File: src/rtl/vector_decimator_pkg.sv
// Shared types and constants for the vector decimator: lane count, mode and
// accumulator state encodings, plus the raw-mode decoder.
package vector_decimator_pkg;

    localparam int unsigned LANES      = 4;
    localparam int unsigned LANES_W    = 3;
    localparam int unsigned LANE_W_DEF = 32;
    localparam int unsigned CNT_W_DEF  = 16;

    localparam logic [LANES_W-1:0] LANES_FULL = LANES_W'(4);
    localparam logic [LANES_W-1:0] LANES_HALF = LANES_W'(2);

    typedef enum logic [1:0] {
        MODE_PASS       = 2'b00,
        MODE_DUP_INV    = 2'b01,
        MODE_INTERP_INV = 2'b10
    } mode_t;

    typedef enum logic {
        ACC_EMPTY = 1'b0,
        ACC_HALF  = 1'b1
    } acc_state_t;

    // Encoding 2'b11 is reserved and behaves as PASS.
    function automatic mode_t decode_mode(input logic [1:0] raw);
        mode_t m;
        case (raw)
            2'b01:   m = MODE_DUP_INV;
            2'b10:   m = MODE_INTERP_INV;
            default: m = MODE_PASS;
        endcase
        return m;
    endfunction

endpackage

File: src/rtl/vector_decimator_if.sv
// Beat-in / vector-out stream bundle for the vector decimator.
interface vector_decimator_if #(
    parameter int unsigned LANE_W = 32,
    parameter int unsigned CNT_W  = 16
);
    import vector_decimator_pkg::*;

    localparam int unsigned VEC_W = LANES * LANE_W;

    logic [1:0]         mode;
    logic               in_valid;
    logic               in_ready;
    logic [VEC_W-1:0]   in_data;
    logic               flush;
    logic               out_valid;
    logic               out_ready;
    logic [VEC_W-1:0]   out_data;
    logic [LANES_W-1:0] out_lanes;
    logic [CNT_W-1:0]   vec_count;

    modport master (
        output mode, in_valid, in_data, flush, out_ready,
        input  in_ready, out_valid, out_data, out_lanes, vec_count
    );

    modport slave (
        input  mode, in_valid, in_data, flush, out_ready,
        output in_ready, out_valid, out_data, out_lanes, vec_count
    );

endinterface

File: src/rtl/vector_decimator_lane_select.sv
// Picks the two surviving lanes of a decimating beat: lane 0 always, then
// lane 2 for duplicate-inverse or lane 3 for interpolate-inverse.
module vector_decimator_lane_select
    import vector_decimator_pkg::*;
#(
    parameter int unsigned LANE_W = 32
) (
    input  mode_t             mode,
    input  logic [LANE_W-1:0] lane0,
    input  logic [LANE_W-1:0] lane2,
    input  logic [LANE_W-1:0] lane3,
    output logic [LANE_W-1:0] sel0,
    output logic [LANE_W-1:0] sel1
);

    always_comb begin
        sel0 = lane0;
        sel1 = lane2;
        if (mode == MODE_INTERP_INV) begin
            sel1 = lane3;
        end
    end

endmodule

File: src/rtl/vector_decimator.sv
// Strips upsampled lanes from 4-lane vector beats and packs the survivors two
// beats per output vector; PASS beats go straight through.
module vector_decimator
    import vector_decimator_pkg::*;
#(
    parameter int unsigned LANE_W = LANE_W_DEF,
    parameter int unsigned CNT_W  = CNT_W_DEF
) (
    input  logic               clk,
    input  logic               rst,
    vector_decimator_if.slave  bus
);

    localparam int unsigned VEC_W = LANES * LANE_W;
    localparam int unsigned ACC_W = 2 * LANE_W;

    acc_state_t         state;
    logic [ACC_W-1:0]   acc;
    logic               flush_pend;
    logic               out_valid;
    logic [VEC_W-1:0]   out_data;
    logic [LANES_W-1:0] out_lanes;
    logic [CNT_W-1:0]   vec_count;

    mode_t              beat_mode;
    logic               beat_pass;
    logic [LANE_W-1:0]  sel0;
    logic [LANE_W-1:0]  sel1;
    logic               slot_free;
    logic               ready_c;
    logic               accept;
    logic               partial_c;

    assign beat_mode = decode_mode(bus.mode);
    assign beat_pass = (beat_mode == MODE_PASS);
    assign slot_free = !out_valid || bus.out_ready;

    vector_decimator_lane_select #(.LANE_W(LANE_W)) u_lane_select (
        .mode  (beat_mode),
        .lane0 (bus.in_data[0*LANE_W +: LANE_W]),
        .lane2 (bus.in_data[2*LANE_W +: LANE_W]),
        .lane3 (bus.in_data[3*LANE_W +: LANE_W]),
        .sel0  (sel0),
        .sel1  (sel1)
    );

    // A PASS beat cannot merge with a half vector, so it waits for the flush.
    always_comb begin
        ready_c = 1'b0;
        if (!rst) begin
            if (state == ACC_HALF && bus.in_valid && beat_pass) begin
                ready_c = 1'b0;
            end else begin
                ready_c = slot_free;
            end
        end
    end

    assign accept    = bus.in_valid && ready_c;
    assign partial_c = (state == ACC_HALF) && !accept && slot_free &&
                       ((bus.in_valid && beat_pass) || bus.flush || flush_pend);

    always_ff @(posedge clk) begin
        if (rst) begin
            state      <= ACC_EMPTY;
            acc        <= '0;
            flush_pend <= 1'b0;
            out_valid  <= 1'b0;
            out_data   <= '0;
            out_lanes  <= '0;
            vec_count  <= '0;
        end else begin
            if (out_valid && bus.out_ready) begin
                out_valid <= 1'b0;
                vec_count <= vec_count + CNT_W'(1);
            end

            if (state == ACC_EMPTY) begin
                if (accept) begin
                    if (beat_pass) begin
                        out_data  <= bus.in_data;
                        out_lanes <= LANES_FULL;
                        out_valid <= 1'b1;
                    end else begin
                        acc   <= {sel1, sel0};
                        state <= ACC_HALF;
                    end
                end
            end else begin
                // Completing beat outranks any flush seen in the same cycle.
                if (accept) begin
                    out_data   <= {sel1, sel0, acc};
                    out_lanes  <= LANES_FULL;
                    out_valid  <= 1'b1;
                    state      <= ACC_EMPTY;
                    flush_pend <= 1'b0;
                end else if (partial_c) begin
                    out_data   <= {ACC_W'(0), acc};
                    out_lanes  <= LANES_HALF;
                    out_valid  <= 1'b1;
                    state      <= ACC_EMPTY;
                    flush_pend <= 1'b0;
                end else if (bus.flush) begin
                    flush_pend <= 1'b1;
                end
            end
        end
    end

    assign bus.in_ready  = ready_c;
    assign bus.out_valid = out_valid;
    assign bus.out_data  = out_data;
    assign bus.out_lanes = out_lanes;
    assign bus.vec_count = vec_count;

endmodule

File: src/flat_wrapper.sv
// flat-port wrapper written by rule: the top's interface ports become plain ports
module vector_decimator_flat import vector_decimator_pkg::*;
#(
    parameter int unsigned LANE_W = LANE_W_DEF,
    parameter int unsigned CNT_W  = CNT_W_DEF
)
  (clk, rst, bus_mode, bus_in_valid, bus_in_data, bus_flush, bus_out_ready, bus_in_ready, bus_out_valid, bus_out_data, bus_out_lanes, bus_vec_count);
  vector_decimator_if #(.LANE_W(LANE_W), .CNT_W(CNT_W)) bus_i ();
  input  logic clk;
  input  logic rst;
  input wire logic [$bits(bus_i.mode)-1:0] bus_mode;
  input wire logic [$bits(bus_i.in_valid)-1:0] bus_in_valid;
  input wire logic [$bits(bus_i.in_data)-1:0] bus_in_data;
  input wire logic [$bits(bus_i.flush)-1:0] bus_flush;
  input wire logic [$bits(bus_i.out_ready)-1:0] bus_out_ready;
  output wire logic [$bits(bus_i.in_ready)-1:0] bus_in_ready;
  output wire logic [$bits(bus_i.out_valid)-1:0] bus_out_valid;
  output wire logic [$bits(bus_i.out_data)-1:0] bus_out_data;
  output wire logic [$bits(bus_i.out_lanes)-1:0] bus_out_lanes;
  output wire logic [$bits(bus_i.vec_count)-1:0] bus_vec_count;
  assign bus_i.mode = bus_mode;
  assign bus_i.in_valid = bus_in_valid;
  assign bus_i.in_data = bus_in_data;
  assign bus_i.flush = bus_flush;
  assign bus_i.out_ready = bus_out_ready;
  assign bus_in_ready = bus_i.in_ready;
  assign bus_out_valid = bus_i.out_valid;
  assign bus_out_data = bus_i.out_data;
  assign bus_out_lanes = bus_i.out_lanes;
  assign bus_vec_count = bus_i.vec_count;
  vector_decimator #(.LANE_W(LANE_W), .CNT_W(CNT_W)) u_core (.clk(clk), .rst(rst), .bus(bus_i));
endmodule
File: config.mk
export PLATFORM = sky130hd
export DESIGN_NAME = vector_decimator_flat
export DESIGN_NICKNAME = d
export VERILOG_FILES = /design/src/rtl/vector_decimator_pkg.sv /design/src/rtl/vector_decimator_if.sv /design/src/rtl/vector_decimator_lane_select.sv /design/src/rtl/vector_decimator.sv /design/src/flat_wrapper.sv
export SDC_FILE = /design/constraint.sdc
export NUM_CORES = 1
export LEC_CHECK = 0
export BUFFER_PORTS_ARGS = -buffer_cell sky130_fd_sc_hd__buf_2
export CORE_MARGIN = 10
export CORE_UTILIZATION = 52
export DETAILED_ROUTE_END_ITERATION = 8
export PLACE_DENSITY = 0.88
export SLEW_MARGIN = 20
export SYNTH_ARGS = -nofsm -noshare
export SYNTH_HDL_FRONTEND = slang
export SYNTH_SLANG_ARGS = --single-unit
File: constraint.sdc
create_clock -name clk -period 2.1 [get_ports clk]
set_input_delay 0 -clock clk [delete_from_list [all_inputs] [get_ports clk]]
set_output_delay 0 -clock clk [all_outputs]
set_load 0.01 [all_outputs]
==> results.md <==
- Max-cap viol count: 0
- Register area: 0.004268 mm2
- Fmax: 519.7 MHz
- WP data required: 2.50 ns
- All-layer global routing usage: 29.28%
- Layout fillers: 1204
- Mux share of post-synthesis cell area: 10.08%
- Class of the worst hold path: in2reg
- Total gr overflow: 0
- Nets: 1544
- Clock Skews: 0.02435 ns
- Post-placement setup slack: 0.1194 ns
- Sw frac: 29.27%
- Share of the synthesized area in the top cell type: 44.72%
- List of most frequent post-synthesis cells: dfxtp_1 (213), a21oi_1 (202), a211oi_1 (131), mux2i_1 (96), clkbuf_1 (81)
- # DRC: 0
- Slew Limit Fails: 0
- Detailed Route WL: 38080 um
- Synth Area per Inst: 9.186 um2
- Worst Hold Depth: 5
- Post-DRT Antenna Nets: 0
- Die span in x: 155.4 um
- Worst path cell trace: o21a_1 > a311o_2 > and2_4 > buf_12 > a211oi_1
- Clock Tree Buf Depth: 3
- Simple-gate portion of the synthesized area: 10.20%
- Register share of total power: 42.1%
- CP arrival: 2.32 ns
- Initial Utilization: 52.90%
- DRT Pass-1 Iters: 6
- Std-Cell Rows: 49
- Wire per inst: 23.01 um
- Post-synth EDFFs: 0
- DR vias: 10280
- Leakage Power: 5.322 nW
- Worst slew pin tran: 0.9302 ns
- Layout cells sized above 1: 27.29%
- Die area: 0.02415 mm2
- Crit-path slowest cell: a311o_2
- Core Box Area: 0.01802 mm2
- Synthesized area: 0.009535 mm2
- Final core utilization: 74.06%
- Dominant cell type by area after synthesis: dfxtp_1
- Crit Path Class: reg2reg
- Outcome: finished clean
- Flops & latches, synth: 213
- CTS Buf Count: 23
- Largest net degree at the start of global routing: 191
- Port Buf Inserts: 282
- Sw Pwr: 3.216 mW
- Clk pwr share: 36.3%
- CP Capture Type: register
- Layout area overhead: 40.00%
- Total power: 10.99 mW
- Post-synthesis adder-cell area fraction: 0.2624%
- Most common cell in the netlist: dfxtp_1
- Worst r2r path cells: 5
- Main combinational cell family by area after synthesis: compound AO/OA/AOI/OAI gates
- RSZ-0062 raised after global routing: false
- Async S/R FF share, synth: 0%
- GP Congestion: 0.8773
- Htree depth: 1
- Top cells by area, synth: dfxtp_1 (45%), a21oi_1 (11%), a211oi_1 (10%)
- Die Ht: 155.4 um
- Clk slew on worst S/H paths: 0.06 ns
- Syn_nets: 1175
- IO Pins: 284
- Comb pwr share: 21.6%
- Number of warnings issued by yosys: 0
- Synth Area in XOR/XNOR: 1.010%
- Fin crit period: 1.924 ns
- Antenna violations before repair: 4
- Vias in the first global route: 10070
- Sequential share of the synthesized area: 44.72%
- Startpoint types: register
- First-pass GRT wire length: 57590 um
- Cell variety after synth: 41
- Final worst path period share: 91.63%
- Via/cell ratio: 6.213
- Setup TNS after final layout: 0 ns
- Setup-failing EPs final: 0
- Cell area after layout: 0.01335 mm2
- CTS Sinks: 213
- Clk root buf: clkbuf_16
- Clk_lat worst skew: 0.52 ns
- Area of the multi-input gates: 0.004796 mm2
- Detailed placement HPWL: 23830 um
- Placed inst area: 0.01113 mm2
- Max VDD drop: 0.0006918 V
- CTS tree: yes
- Final worst slack: 0.1759 ns
- Synth Area in Compound Gates: 28.33%
- Critical path peak fanout: 46
- Synthesized instance count: 1038
- P_int: 7.774 mW
- Endpoints failing hold: 0
- Main synth FF type: dfxtp_1
- Relative slew slack: 37.99%
- Initial drt markers: 963
- Slowest stage delay, CP: 0.37 ns
- PD cells: 823.3 mW/mm2
registers in the layout, summed over array words and instances, names as in the netlist:
| signal | count |
|---|---|
| u_core.bus.vec_count | 16 |
| u_core.flush_pend | 1 |
| u_core.acc | 64 |
| u_core.bus.out_data | 128 |
| u_core.bus.out_lanes | 2 |
| u_core.state | 1 |
| u_core.bus.out_valid | 1 |
power by group through the flow:
stage                     Sequential (mW)  Clock (mW)  Combinational (mW)
after global routing                 4.65        4.18                2.55
final                                4.62        3.99                2.38
after CTS                            4.60        4.01                2.29
after global placement               4.67           0                2.01
after detailed placement             4.68           0                2.06
after floorplan                      4.77           0                1.12
cell type report:
| cell class | count | share of cell area [%] |
|---|---|---|
| multi-input cells | 707 | 35.93 |
| diodes | 4 | 0.07498 |
| well taps | 229 | 2.146 |
| clock buffers | 37 | 5.155 |
| flip-flops and latches | 213 | 31.97 |
| repair buffers | 459 | 24.31 |
| inverters | 3 | 0.08436 |
| clock inverters | 3 | 0.3281 |
cell families (layout without fill, tap and decap cells):
group                    Yosys count  count (layout)
AO/OA/AOI/OAI                    407             407
other                              1               5
multiplexers                      96              96
XOR/XNOR                          11              11
flip-flops                       213             213
buffers and inverters            119             502
AND/OR/NAND/NOR                  189             190
adder cells (fa/ha/maj)            2               2
layer usage:
metal / wire length (um) / global-route usage [%] / share of wire, %
met2: 18000 / 47.84 / 47
met3: 3915 / 7.444 / 10
met1: 14100 / 34.93 / 37
met4: 2074 / 14.75 / 5.4
met5: 0 / 0 / 0
path summary, 6_finish.rpt:
kind | start | endpoint | slack, ns
worst max register to register | u_core.flush_pend$_SDFFE_PP0P_ | u_core.bus.out_data[90]$_SDFFE_PP0P_ | 0.18
worst min register to register | u_core.acc[20]$_SDFFE_PP0P_ | u_core.acc[20]$_SDFFE_PP0P_ | 0.45
worst max-delay path | u_core.flush_pend$_SDFFE_PP0P_ | u_core.bus.out_data[90]$_SDFFE_PP0P_ | 0.18
worst min-delay path | bus_mode[1] | u_core.bus.out_lanes[2]$_SDFFE_PP0P_ | 0.11
through the flow:
step	hold WS, ns	std cells
after floorplan	0.1360	1038
after global placement	0.2601	1464
after detailed placement	0.2654	1464
after CTS	0.09347	1648
after global routing	0.1304	1655
final	0.1102	1655
placed cells by master (no fill, tap or decap), types with 2 or more instances in the layout:
cell type,synthesis,final
or4_1,3,3
diode_2,0,4
dfxtp_1,213,212
mux2i_1,96,96
a211oi_1,131,131
nor3_1,3,3
a311oi_1,2,2
and4_1,35,35
nand4_1,5,5
xnor2_1,4,4
buf_12,0,11
o31ai_1,4,4
nand3_1,10,10
buf_4,2,23
a21oi_1,202,202
nand2_1,72,72
or3_1,2,2
nor4_1,2,2
inv_1,2,2
a22oi_1,31,31
clkbuf_8,0,6
clkbuf_1,81,8
nor2_1,46,46
dlygate4sd3_1,0,143
a211oi_2,30,30
buf_2,22,281
o21ai_0,3,3
clkbuf_16,0,23
xor2_1,7,7
critical path, delay by kind of cell (launching register included):
kind / cells / cell delay [ns]
AO/OA/AOI/OAI: 3 / 0.92
AND/OR/NAND/NOR: 1 / 0.29
flip-flops: 1 / 0.34
buffers and inverters: 1 / 0.22
repair_timing:
action	in CTS	in global routing
setup buffers	0	3
hold buffers	144	0
endpoints found under the hold margin	208	0
gates resized for setup	0	5
setup endpoints to repair	0	1
Power figures use the tool's default switching activity.
